$ cat config.mk
export PLATFORM = sky130hd
export DESIGN_NAME = lcd_init_seq
export DESIGN_NICKNAME = d
export VERILOG_FILES = /design/src/rtl/lcd_pkg.sv /design/src/rtl/lcd_spi_byte_tx.sv /design/src/rtl/lcd_init_seq.sv
export SDC_FILE = /design/constraint.sdc
export NUM_CORES = 1
export LEC_CHECK = 0
export CORE_ASPECT_RATIO = 1.1
export CORE_MARGIN = 2
export CORE_UTILIZATION = 25
export CTS_CLUSTER_SIZE = 12
export DETAILED_ROUTE_END_ITERATION = 12
export GPL_TIMING_DRIVEN = 0
export REMOVE_ABC_BUFFERS = 1
export SLEW_MARGIN = 20
export SYNTH_ARGS = -nofsm -noshare
export SYNTH_HDL_FRONTEND = slang
export SYNTH_HIERARCHICAL = 1
export SYNTH_SLANG_ARGS = --single-unit
export TNS_END_PERCENT = 10
$ cat constraint.sdc
create_clock -name CLK -period 3.12 [get_ports CLK]
set_input_delay 0.936 -clock CLK [delete_from_list [all_inputs] [get_ports CLK]]
set_output_delay 0.936 -clock CLK [all_outputs]
set_load 0.05 [all_outputs]
$ cat src/rtl/lcd_pkg.sv
// Shared definitions for the LCD init sequencer: script ROM encoding,
// panel command constants, sequencer states and SPI shifter phases.
package lcd_pkg;

    // Script entry opcodes
    typedef enum logic [1:0] {
        OP_CMD   = 2'd0,
        OP_DATA  = 2'd1,
        OP_DELAY = 2'd2,
        OP_END   = 2'd3
    } script_op_t;

    // Panel commands and parameters used by the built-in init script
    localparam logic [7:0] CMD_SLPOUT    = 8'h11;
    localparam logic [7:0] CMD_COLMOD    = 8'h3A;
    localparam logic [7:0] CMD_DISPON    = 8'h29;
    localparam logic [7:0] COLMOD_RGB565 = 8'h55;

    localparam int SCRIPT_IDX_W = 3;

    typedef struct packed {
        script_op_t op;
        logic [7:0] data;
    } script_entry_t;

    // Sequencer states
    typedef enum logic [2:0] {
        RST_LO,
        RST_HI,
        FETCH,
        XFER,
        GAP,
        DELAY,
        USER_IDLE,
        USER_XFER
    } seq_state_t;

    // Phases of one SPI byte: SCK low, SCK high, trailing hold before CS rises
    typedef enum logic [1:0] {
        PH_LOW,
        PH_HIGH,
        PH_TAIL
    } spi_phase_t;

    // Built-in init script; indices past the last entry read as END
    function automatic script_entry_t script_rom(input logic [SCRIPT_IDX_W-1:0] idx);
        script_entry_t e;
        case (idx)
            3'd0:    e = '{op: OP_CMD,   data: CMD_SLPOUT};
            3'd1:    e = '{op: OP_DELAY, data: 8'h00};
            3'd2:    e = '{op: OP_CMD,   data: CMD_COLMOD};
            3'd3:    e = '{op: OP_DATA,  data: COLMOD_RGB565};
            3'd4:    e = '{op: OP_CMD,   data: CMD_DISPON};
            default: e = '{op: OP_END,   data: 8'h00};
        endcase
        return e;
    endfunction

    function automatic int max_int(input int a, input int b);
        return (a > b) ? a : b;
    endfunction

endpackage

$ cat src/rtl/lcd_spi_byte_tx.sv
// SPI mode-0 byte shifter, MSB first. CS falls and bit 7 is presented on the
// edge that accepts start; each bit is SCK_DIV cycles low then SCK_DIV cycles
// high, followed by an SCK_DIV-cycle low hold before CS rises, giving a
// CS-low window of exactly 17*SCK_DIV cycles. done is high in the final
// cycle of that window so the owner can move on at the CS-rise edge.
module lcd_spi_byte_tx
    import lcd_pkg::*;
#(
    parameter int SCK_DIV = 4
) (
    input  logic       clk,
    input  logic       rst_n,
    input  logic       start,
    input  logic [7:0] tx_byte,
    output logic       busy,
    output logic       done,
    output logic       sck,
    output logic       sda,
    output logic       cs
);

    localparam int             DIV_W    = $clog2(SCK_DIV);
    localparam logic [DIV_W-1:0] DIV_LAST = DIV_W'(SCK_DIV - 1);

    spi_phase_t       phase;
    logic [DIV_W-1:0] div_cnt;
    logic [2:0]       bit_cnt;
    logic [6:0]       shreg;

    // Phase/bit sequencing and pin registers for one byte
    always_ff @(posedge clk) begin
        // NOTE: every state element here is assigned with <= so all flops
        // update together from pre-edge values; blocking = would leak the
        // new value into later statements of the same edge.
        if (!rst_n) begin
            busy    <= 1'b0;
            phase   <= PH_LOW;
            div_cnt <= '0;
            bit_cnt <= '0;
            shreg   <= '0;
            sck     <= 1'b0;
            sda     <= 1'b0;
            cs      <= 1'b1;
        end else if (!busy) begin
            if (start) begin
                busy    <= 1'b1;
                phase   <= PH_LOW;
                div_cnt <= '0;
                bit_cnt <= '0;
                shreg   <= tx_byte[6:0];
                sck     <= 1'b0;
                sda     <= tx_byte[7];
                cs      <= 1'b0;
            end
        end else if (div_cnt != DIV_LAST) begin
            div_cnt <= div_cnt + DIV_W'(1);
        end else begin
            div_cnt <= '0;
            case (phase)
                PH_LOW: begin
                    sck   <= 1'b1;
                    phase <= PH_HIGH;
                end
                PH_HIGH: begin
                    sck <= 1'b0;
                    if (bit_cnt == 3'd7) begin
                        phase <= PH_TAIL;
                    end else begin
                        // SDA only moves on the SCK falling edge
                        bit_cnt <= bit_cnt + 3'd1;
                        sda     <= shreg[6];
                        shreg   <= {shreg[5:0], 1'b0};
                        phase   <= PH_LOW;
                    end
                end
                PH_TAIL: begin
                    cs    <= 1'b1;
                    busy  <= 1'b0;
                    phase <= PH_LOW;
                end
                default: begin
                    cs    <= 1'b1;
                    busy  <= 1'b0;
                    phase <= PH_LOW;
                end
            endcase
        end
    end

    assign done = busy && (phase == PH_TAIL) && (div_cnt == DIV_LAST);

endmodule

$ cat src/rtl/lcd_init_seq.sv
// LCD bring-up sequencer: hardware reset pulse, built-in init script over
// SPI, then a valid/ready byte port for upstream command/pixel logic.
module lcd_init_seq
    import lcd_pkg::*;
#(
    parameter int SCK_DIV        = 4,
    parameter int RST_LOW_CYC    = 1048576,
    parameter int RST_WAIT_CYC   = 1048576,
    parameter int SLEEP_WAIT_CYC = 4320000,
    parameter int GAP_CYC        = 4
) (
    input  logic       CLK,
    input  logic       RSTN,
    input  logic       TX_VALID,
    input  logic       TX_DC,
    input  logic [7:0] TX_DATA,
    output logic       TX_READY,
    output logic       INIT_DONE,
    output logic       LED,
    output logic       SCK,
    output logic       SDA,
    output logic       DC,
    output logic       CS,
    output logic       RST
);

    localparam int MAX_CYC = max_int(max_int(RST_LOW_CYC, RST_WAIT_CYC),
                                     max_int(SLEEP_WAIT_CYC, GAP_CYC));
    localparam int CNT_W   = $clog2(MAX_CYC + 1);

    // The FETCH cycle that follows RST_HI is part of the post-reset wait, so
    // RST_HI itself lasts one cycle less than RST_WAIT_CYC.
    localparam int RST_HI_CYC = (RST_WAIT_CYC >= 2) ? RST_WAIT_CYC - 1 : 1;

    localparam logic [CNT_W-1:0] RST_LO_LAST = CNT_W'(RST_LOW_CYC - 1);
    localparam logic [CNT_W-1:0] RST_HI_LAST = CNT_W'(RST_HI_CYC - 1);
    localparam logic [CNT_W-1:0] SLEEP_LAST  = CNT_W'(SLEEP_WAIT_CYC - 1);
    localparam logic [CNT_W-1:0] GAP_LAST    = CNT_W'(GAP_CYC - 1);

    seq_state_t              state, state_nxt;
    logic [CNT_W-1:0]        cnt, cnt_nxt;
    logic [SCRIPT_IDX_W-1:0] idx, idx_nxt;
    logic                    rst_q, rst_nxt;
    logic                    dc_q, dc_nxt;
    logic                    led_q, led_nxt;
    logic                    init_done_q, init_done_nxt;

    script_entry_t entry;
    logic          spi_start;
    logic [7:0]    spi_byte;
    logic          spi_busy;
    logic          spi_done;

    assign entry = script_rom(idx);

    // Sequencer state and registered outputs
    always_ff @(posedge CLK) begin
        if (!RSTN) begin
            state       <= RST_LO;
            cnt         <= '0;
            idx         <= '0;
            rst_q       <= 1'b0;
            dc_q        <= 1'b0;
            led_q       <= 1'b0;
            init_done_q <= 1'b0;
        end else begin
            state       <= state_nxt;
            cnt         <= cnt_nxt;
            idx         <= idx_nxt;
            rst_q       <= rst_nxt;
            dc_q        <= dc_nxt;
            led_q       <= led_nxt;
            init_done_q <= init_done_nxt;
        end
    end

    // Next-state, counter and byte-launch decisions
    always_comb begin
        // NOTE: every signal written below gets a default first, so no path
        // through the case can leave one unassigned and infer a latch.
        state_nxt     = state;
        cnt_nxt       = cnt;
        idx_nxt       = idx;
        rst_nxt       = rst_q;
        dc_nxt        = dc_q;
        led_nxt       = led_q;
        init_done_nxt = init_done_q;
        spi_start     = 1'b0;
        spi_byte      = (state == USER_IDLE) ? TX_DATA : entry.data;

        case (state)
            RST_LO: begin
                if (cnt == RST_LO_LAST) begin
                    cnt_nxt   = '0;
                    rst_nxt   = 1'b1;
                    led_nxt   = 1'b1;
                    state_nxt = RST_HI;
                end else begin
                    cnt_nxt = cnt + CNT_W'(1);
                end
            end

            RST_HI: begin
                if (cnt == RST_HI_LAST) begin
                    cnt_nxt   = '0;
                    idx_nxt   = '0;
                    state_nxt = FETCH;
                end else begin
                    cnt_nxt = cnt + CNT_W'(1);
                end
            end

            FETCH: begin
                case (entry.op)
                    OP_CMD, OP_DATA: begin
                        dc_nxt    = (entry.op == OP_DATA);
                        led_nxt   = ~led_q;
                        spi_start = 1'b1;
                        state_nxt = XFER;
                    end
                    OP_DELAY: begin
                        cnt_nxt   = '0;
                        state_nxt = DELAY;
                    end
                    default: begin
                        init_done_nxt = 1'b1;
                        led_nxt       = 1'b1;
                        state_nxt     = USER_IDLE;
                    end
                endcase
            end

            XFER, USER_XFER: begin
                if (spi_done) begin
                    cnt_nxt   = '0;
                    state_nxt = GAP;
                end
            end

            // Shared inter-byte gap; after init it returns to the user port
            GAP: begin
                if (cnt == GAP_LAST) begin
                    cnt_nxt = '0;
                    if (init_done_q) begin
                        state_nxt = USER_IDLE;
                    end else begin
                        idx_nxt   = idx + SCRIPT_IDX_W'(1);
                        state_nxt = FETCH;
                    end
                end else begin
                    cnt_nxt = cnt + CNT_W'(1);
                end
            end

            DELAY: begin
                if (cnt == SLEEP_LAST) begin
                    cnt_nxt   = '0;
                    idx_nxt   = idx + SCRIPT_IDX_W'(1);
                    state_nxt = FETCH;
                end else begin
                    cnt_nxt = cnt + CNT_W'(1);
                end
            end

            USER_IDLE: begin
                if (TX_VALID && TX_READY) begin
                    dc_nxt    = TX_DC;
                    spi_start = 1'b1;
                    state_nxt = USER_XFER;
                end
            end

            default: begin
                cnt_nxt   = '0;
                state_nxt = RST_LO;
            end
        endcase
    end

    lcd_spi_byte_tx #(
        .SCK_DIV(SCK_DIV)
    ) u_spi (
        .clk    (CLK),
        .rst_n  (RSTN),
        .start  (spi_start),
        .tx_byte(spi_byte),
        .busy   (spi_busy),
        .done   (spi_done),
        .sck    (SCK),
        .sda    (SDA),
        .cs     (CS)
    );

    assign TX_READY  = (state == USER_IDLE) && !spi_busy;
    assign INIT_DONE = init_done_q;
    assign LED       = led_q;
    assign DC        = dc_q;
    assign RST       = rst_q;

endmodule

## After elaboration in Yosys (flattened, before gate mapping)

Index checks and enable logic that the tools add are counted.

- Flip-flop bits (word level): 51
- Bits of input ports: 12
- Output and inout port bits: 8

- $add $sub $neg: 4
- Equal/unequal tests: 37
- Muxes and demuxes: 65
- Bitwise gates (word level): 2
- Reduce and logical (&&, ||, !) cells: 29

Operator list:

| cell | count |
|---|---|
| $mux 23 | 6 |
| $pmux 23 s6 | 1 |
| $pmux 10 s5 | 1 |
| $mux 3 | 16 |
| $eq 23x20->1 const B | 2 |
| $mux 7 | 5 |
| $ne 2x2->1 const B | 14 |
| $add 23x1->23 const B | 1 |
| $eq 23x2->1 const B | 1 |
| $eq 23x23->1 const B | 1 |
| $pmux 3 s7 | 1 |
| $mux 1 | 20 |
| $eq 3x3->1 const B | 6 |
| $reduce_and 3->1 | 5 |
| $eq 3x2->1 const B | 4 |
| $mux 2 | 6 |
| $pmux 1 s2 | 5 |
| $pmux 3 s3 | 1 |
| $mux 8 | 1 |
| $add 3x1->3 const B | 2 |
| $eq 2x2->1 const B | 3 |
| $eq 3x1->1 const B | 2 |
| $logic_not 3->1 | 2 |
| $pmux 3 s2 | 1 |
| other kinds (18) | 30 |

## Logic depth before layout (Yosys ltp)

- Depth after elaboration: 8
- Mapped depth: 11
- Gate-level depth less buffers: 9

## By module

Netlist, hierarchy kept.

Modules (own cells, without submodules):

| module | times used | cells an instance | area an instance (um^2) | sequential area each (um^2) |
|---|---|---|---|---|
| lcd_init_seq | 1 | 291 | 2194.6 | 660.6 |
| lcd_spi_byte_tx | 1 | 84 | 810.8 | 360.3 |

## Worst setup path after synthesis

No wires, ideal clock.

- Path type: register -> output
- Start point: reg state[0]
- End point: out TX_READY
- Arrival time: 1.378 ns
- Required time: 2.184 ns
- Slack: 0.806 ns
- Stages on the path, launching flop included: 5
- Cell sequence: dfxtp_1 -> buf_6 -> inv_1 -> nand3_1 -> nor2_1

- Longest elaborated chain between the ends: 2

Ends and longest elaborated chain:

| item | line | text |
|---|---|---|
| start: declaration | lcd_init_seq.sv:40 | `seq_state_t state, state_nxt;` |
| start signal: assignment | lcd_init_seq.sv:67 | `state <= state_nxt;` |
| $eq 3x3->1 | lcd_init_seq.sv:194 | `assign TX_READY = (state == USER_IDLE) && !spi_busy;` |
| $logic_and 1x1->1 | lcd_init_seq.sv:194 |  |
| end: declaration | lcd_init_seq.sv:17 | `output logic TX_READY,` |

Every way passes these cells.

==> summary.txt <==
STA
  – Max Freq: 350 MHz
  – Final setup viols: 0
  – Max Slew Vio Count: 0
  – Period Utilization, post-route: 0.916
  – Worst clock skew: roughly 5.2 ps
  – RSZ-0062 raised after global routing: no
  – Slew HR: 0.443
  – Worst Tran Pin Value: 835 ps
  – Fin. Hold Viols: 0
  – Min Tclk post-route: 2860 ps

Pwr
  – Switching pwr: around 0.00029 W
  – Leak: 1.10 nW
  – Sw Ratio: 0.227
  – Power Internal: 0.000978 W
  – Cell Pwr Density: 369 nW/um^2
  – Maximum vdd drop: 0.259 mV
  – Part of the power in combinational logic: 0.034
  – Sequential share of power: 0.520
  – Clock power share: 0.445

Floorplanning
  – # IOs: 20
  – Initial Util: 0.253
  – Die area: between 10000 and 15000 um^2
  – Die H: 119 um
  – Width of the die: 109 um
  – Core area: 11900 um^2
  – FP Rows: 42

Synthesis
  – Register area share after synthesis: 0.340
  – Cells after synthesis: 375
  – Flops & latches, synth: 51
  – Area contributors post-synth: dfxtp_1 (34%), nand2_1 (5.0%), nand4_1 (4.4%), nand3_1 (4.3%), ha_1 (4.2%)
  – Ys async rst share: 0
  – Post-synth EDFFs: 0
  – Count of cell types in the netlist: 57
  – Synth Flop Type: dfxtp_1
  – Post-synth top area share: 0.340
  – Yosys top cell by area: dfxtp_1
  – Post-Syn Area: approximately 3000 um^2
  – Total number of yosys warnings: 6
  – Synthesized area per cell: 8.01 um^2

Global route
  – Largest net degree at the start of global routing: 45
  – Initial antenna violation count: 0
  – GRT Residual Overflow: 0
  – Global-route wire length before repair: about 13000 um
  – Most Crowded Layer GR: met2
  – GR Util All Layers: 0.119
  – Met1 Usage GRT: 0.156
  – Met2 usage: 0.193
  – GR Util met3: 0.0208
  – Vias in the first global route: 2678

Setup path
  – Crit-path max FO: 44
  – CP endpoint kind: flip-flop
  – Critical path startpoint category: primary input
  – CP required: 3330 ps
  – Worst path arrival time: a little over 3000 ps
  – Critical path class: in -> reg

Placed design
  – IO buf count: 19
  – Gpl congestion: 0.850
  – Dpl hpwl: about 5100 um
  – Dpl cells: 531

Clock tree
  – CTS Root Cell: clkbuf_16
  – Post-CTS resize count: 1
  – Clock sink count: 51
  – Hold_buf cts: 0
  – CTS HTree Levels: 2
  – Skew-Pair Late Insertion Delay: 290 ps
  – CTS Buf Count: 5
  – Clock-pin slew on the worst setup and hold paths: 70 ps
  – Post-CTS setup buffers: 0
  – TritonCTS clock tree: done
  – CTS Buffer Depth: 2

Routing
  – DRT iter0 DRCs: 179
  – DRC: 0
  – Via count: 2843
  – Drt first pass iters: 4
  – Via-to-Cell Ratio: roughly 5.3
  – Drt wl/cell: 13.6 um
  – ANT nets after route: 0
  – Routed WL: roughly 7300 um

Final layout
  – Syn-to-layout area delta: 14.3%
  – Commonest non-fill, non-tap cell in the layout: dfxtp_1
  – Ratio of cells with drive above 1 in the final layout: 0.0623
  – Nets@finish: 406
  – ANT cells: 0
  – Post-Layout Cell Count: 539
  – Most frequent cells in the layout: dfxtp_1 (51), nand2_1 (40), nand3_1 (26)
  – Filler cells: 1299
  – Final core occ: 0.289

Outcome
  – Status: completed

Worst hold path
  – Hold WC Path Type: reg -> reg

Run
  – Max cap viols: 0
-- synth_stat cells, types with 3 or more instances --
cell type,instances
o311ai_0,12
a31oi_1,7
nand2b_1,5
inv_1,15
a22oi_1,3
nor4_1,6
a21boi_0,3
o31ai_1,3
nand2_1,40
or4_1,4
nor3_1,9
a21o_1,3
nand4_1,21
clkbuf_1,7
buf_6,5
nor2_1,26
ha_1,10
o211ai_1,4
o21a_1,4
o21ai_0,24
o21ai_1,3
and3_1,9
o22ai_1,4
nand3_1,26
buf_2,3
nor2b_1,7
dfxtp_1,51
mux2i_1,8
a21oi_1,19
-- layout make-up --
type | count | area (um^2) | area share
inverters | 15 | 56.3 | 0.0164
repair buffers | 19 | 188 | 0.0546
clock inverters | 3 | 26.3 | 0.00765
clock buffers | 5 | 125 | 0.0364
flip-flops and latches | 51 | 1020 | 0.297
well taps | 154 | 193 | 0.0561
multi-input cells | 292 | 1830 | 0.532
-- state kept, by name, summed over array words and instances (netlist names), 2 cells and up --
signal / count
u_spi/div_cnt: 2
state: 3
cnt: 23
u_spi/bit_cnt: 3
u_spi/shreg: 7
idx: 3
u_spi/phase: 2
-- layer usage --
layer,wire (um),up-vias
li1,-,1427
met1,3530,1321
met2,3350,80
met3,311,15
met4,146,0
met5,0,-
-- worst max-delay path, stage by stage --
cell	delay, ps
buf_2	590
inv_1	440
nor2_2	770
a22oi_1	200
o31ai_1	110
-- worst paths after layout --
kind / from / to / slack (ps) / cells after the start
worst max-delay path: RSTN / cnt[14]$_SDFFE_PN0P_ / 260 / 5
worst min-delay path: u_spi/bit_cnt[0]$_SDFFE_PN0P_ / u_spi/bit_cnt[0]$_SDFFE_PN0P_ / 490 / 1
worst max register to register: cnt[0]$_SDFFE_PN0P_ / cnt[3]$_SDFFE_PN0P_ / 340 / 7
worst min register to register: u_spi/bit_cnt[0]$_SDFFE_PN0P_ / u_spi/bit_cnt[0]$_SDFFE_PN0P_ / 490 / 1
-- through the flow --
step,instance area [um^2],power [W],hold WS (ps),setup TNS [ps],setup slack [ps]
global placement,3270,0.000718,475,-31030,-1530
detailed placement,3270,0.000717,482,-406,-108
finish,3430,0.00127,489,0,261
CTS,3430,0.00129,493,0,42.9
global route,3430,0.00131,523,0,1.41
floorplan,2890,0.000689,450,0,686
-- cells by family (layout without fill, tap and decap cells) --
kind of cell             after synthesis  count (layout)  synth area share
adder cells (fa/ha/maj)               10              10            0.0416
flip-flops                            51              51             0.340
AO/OA/AOI/OAI                        103             103             0.236
AND/OR/NAND/NOR                      170             170             0.295
multiplexers                           9               9            0.0304
buffers and inverters                 32              42            0.0566
-- power by group through the flow --
| stage | clock (W) | combinational, W | sequential (W) |
|---|---|---|---|
| final | 0.000564 | 0.0000432 | 0.000659 |
| after global routing | 0.000605 | 0.0000483 | 0.000660 |
| after CTS | 0.000584 | 0.0000440 | 0.000659 |
| after detailed placement | 0 | 0.0000435 | 0.000674 |
| after global placement | 0 | 0.0000436 | 0.000674 |
| after floorplan | 0 | 0.0000164 | 0.000673 |
(Power assumes the default switching activity.)
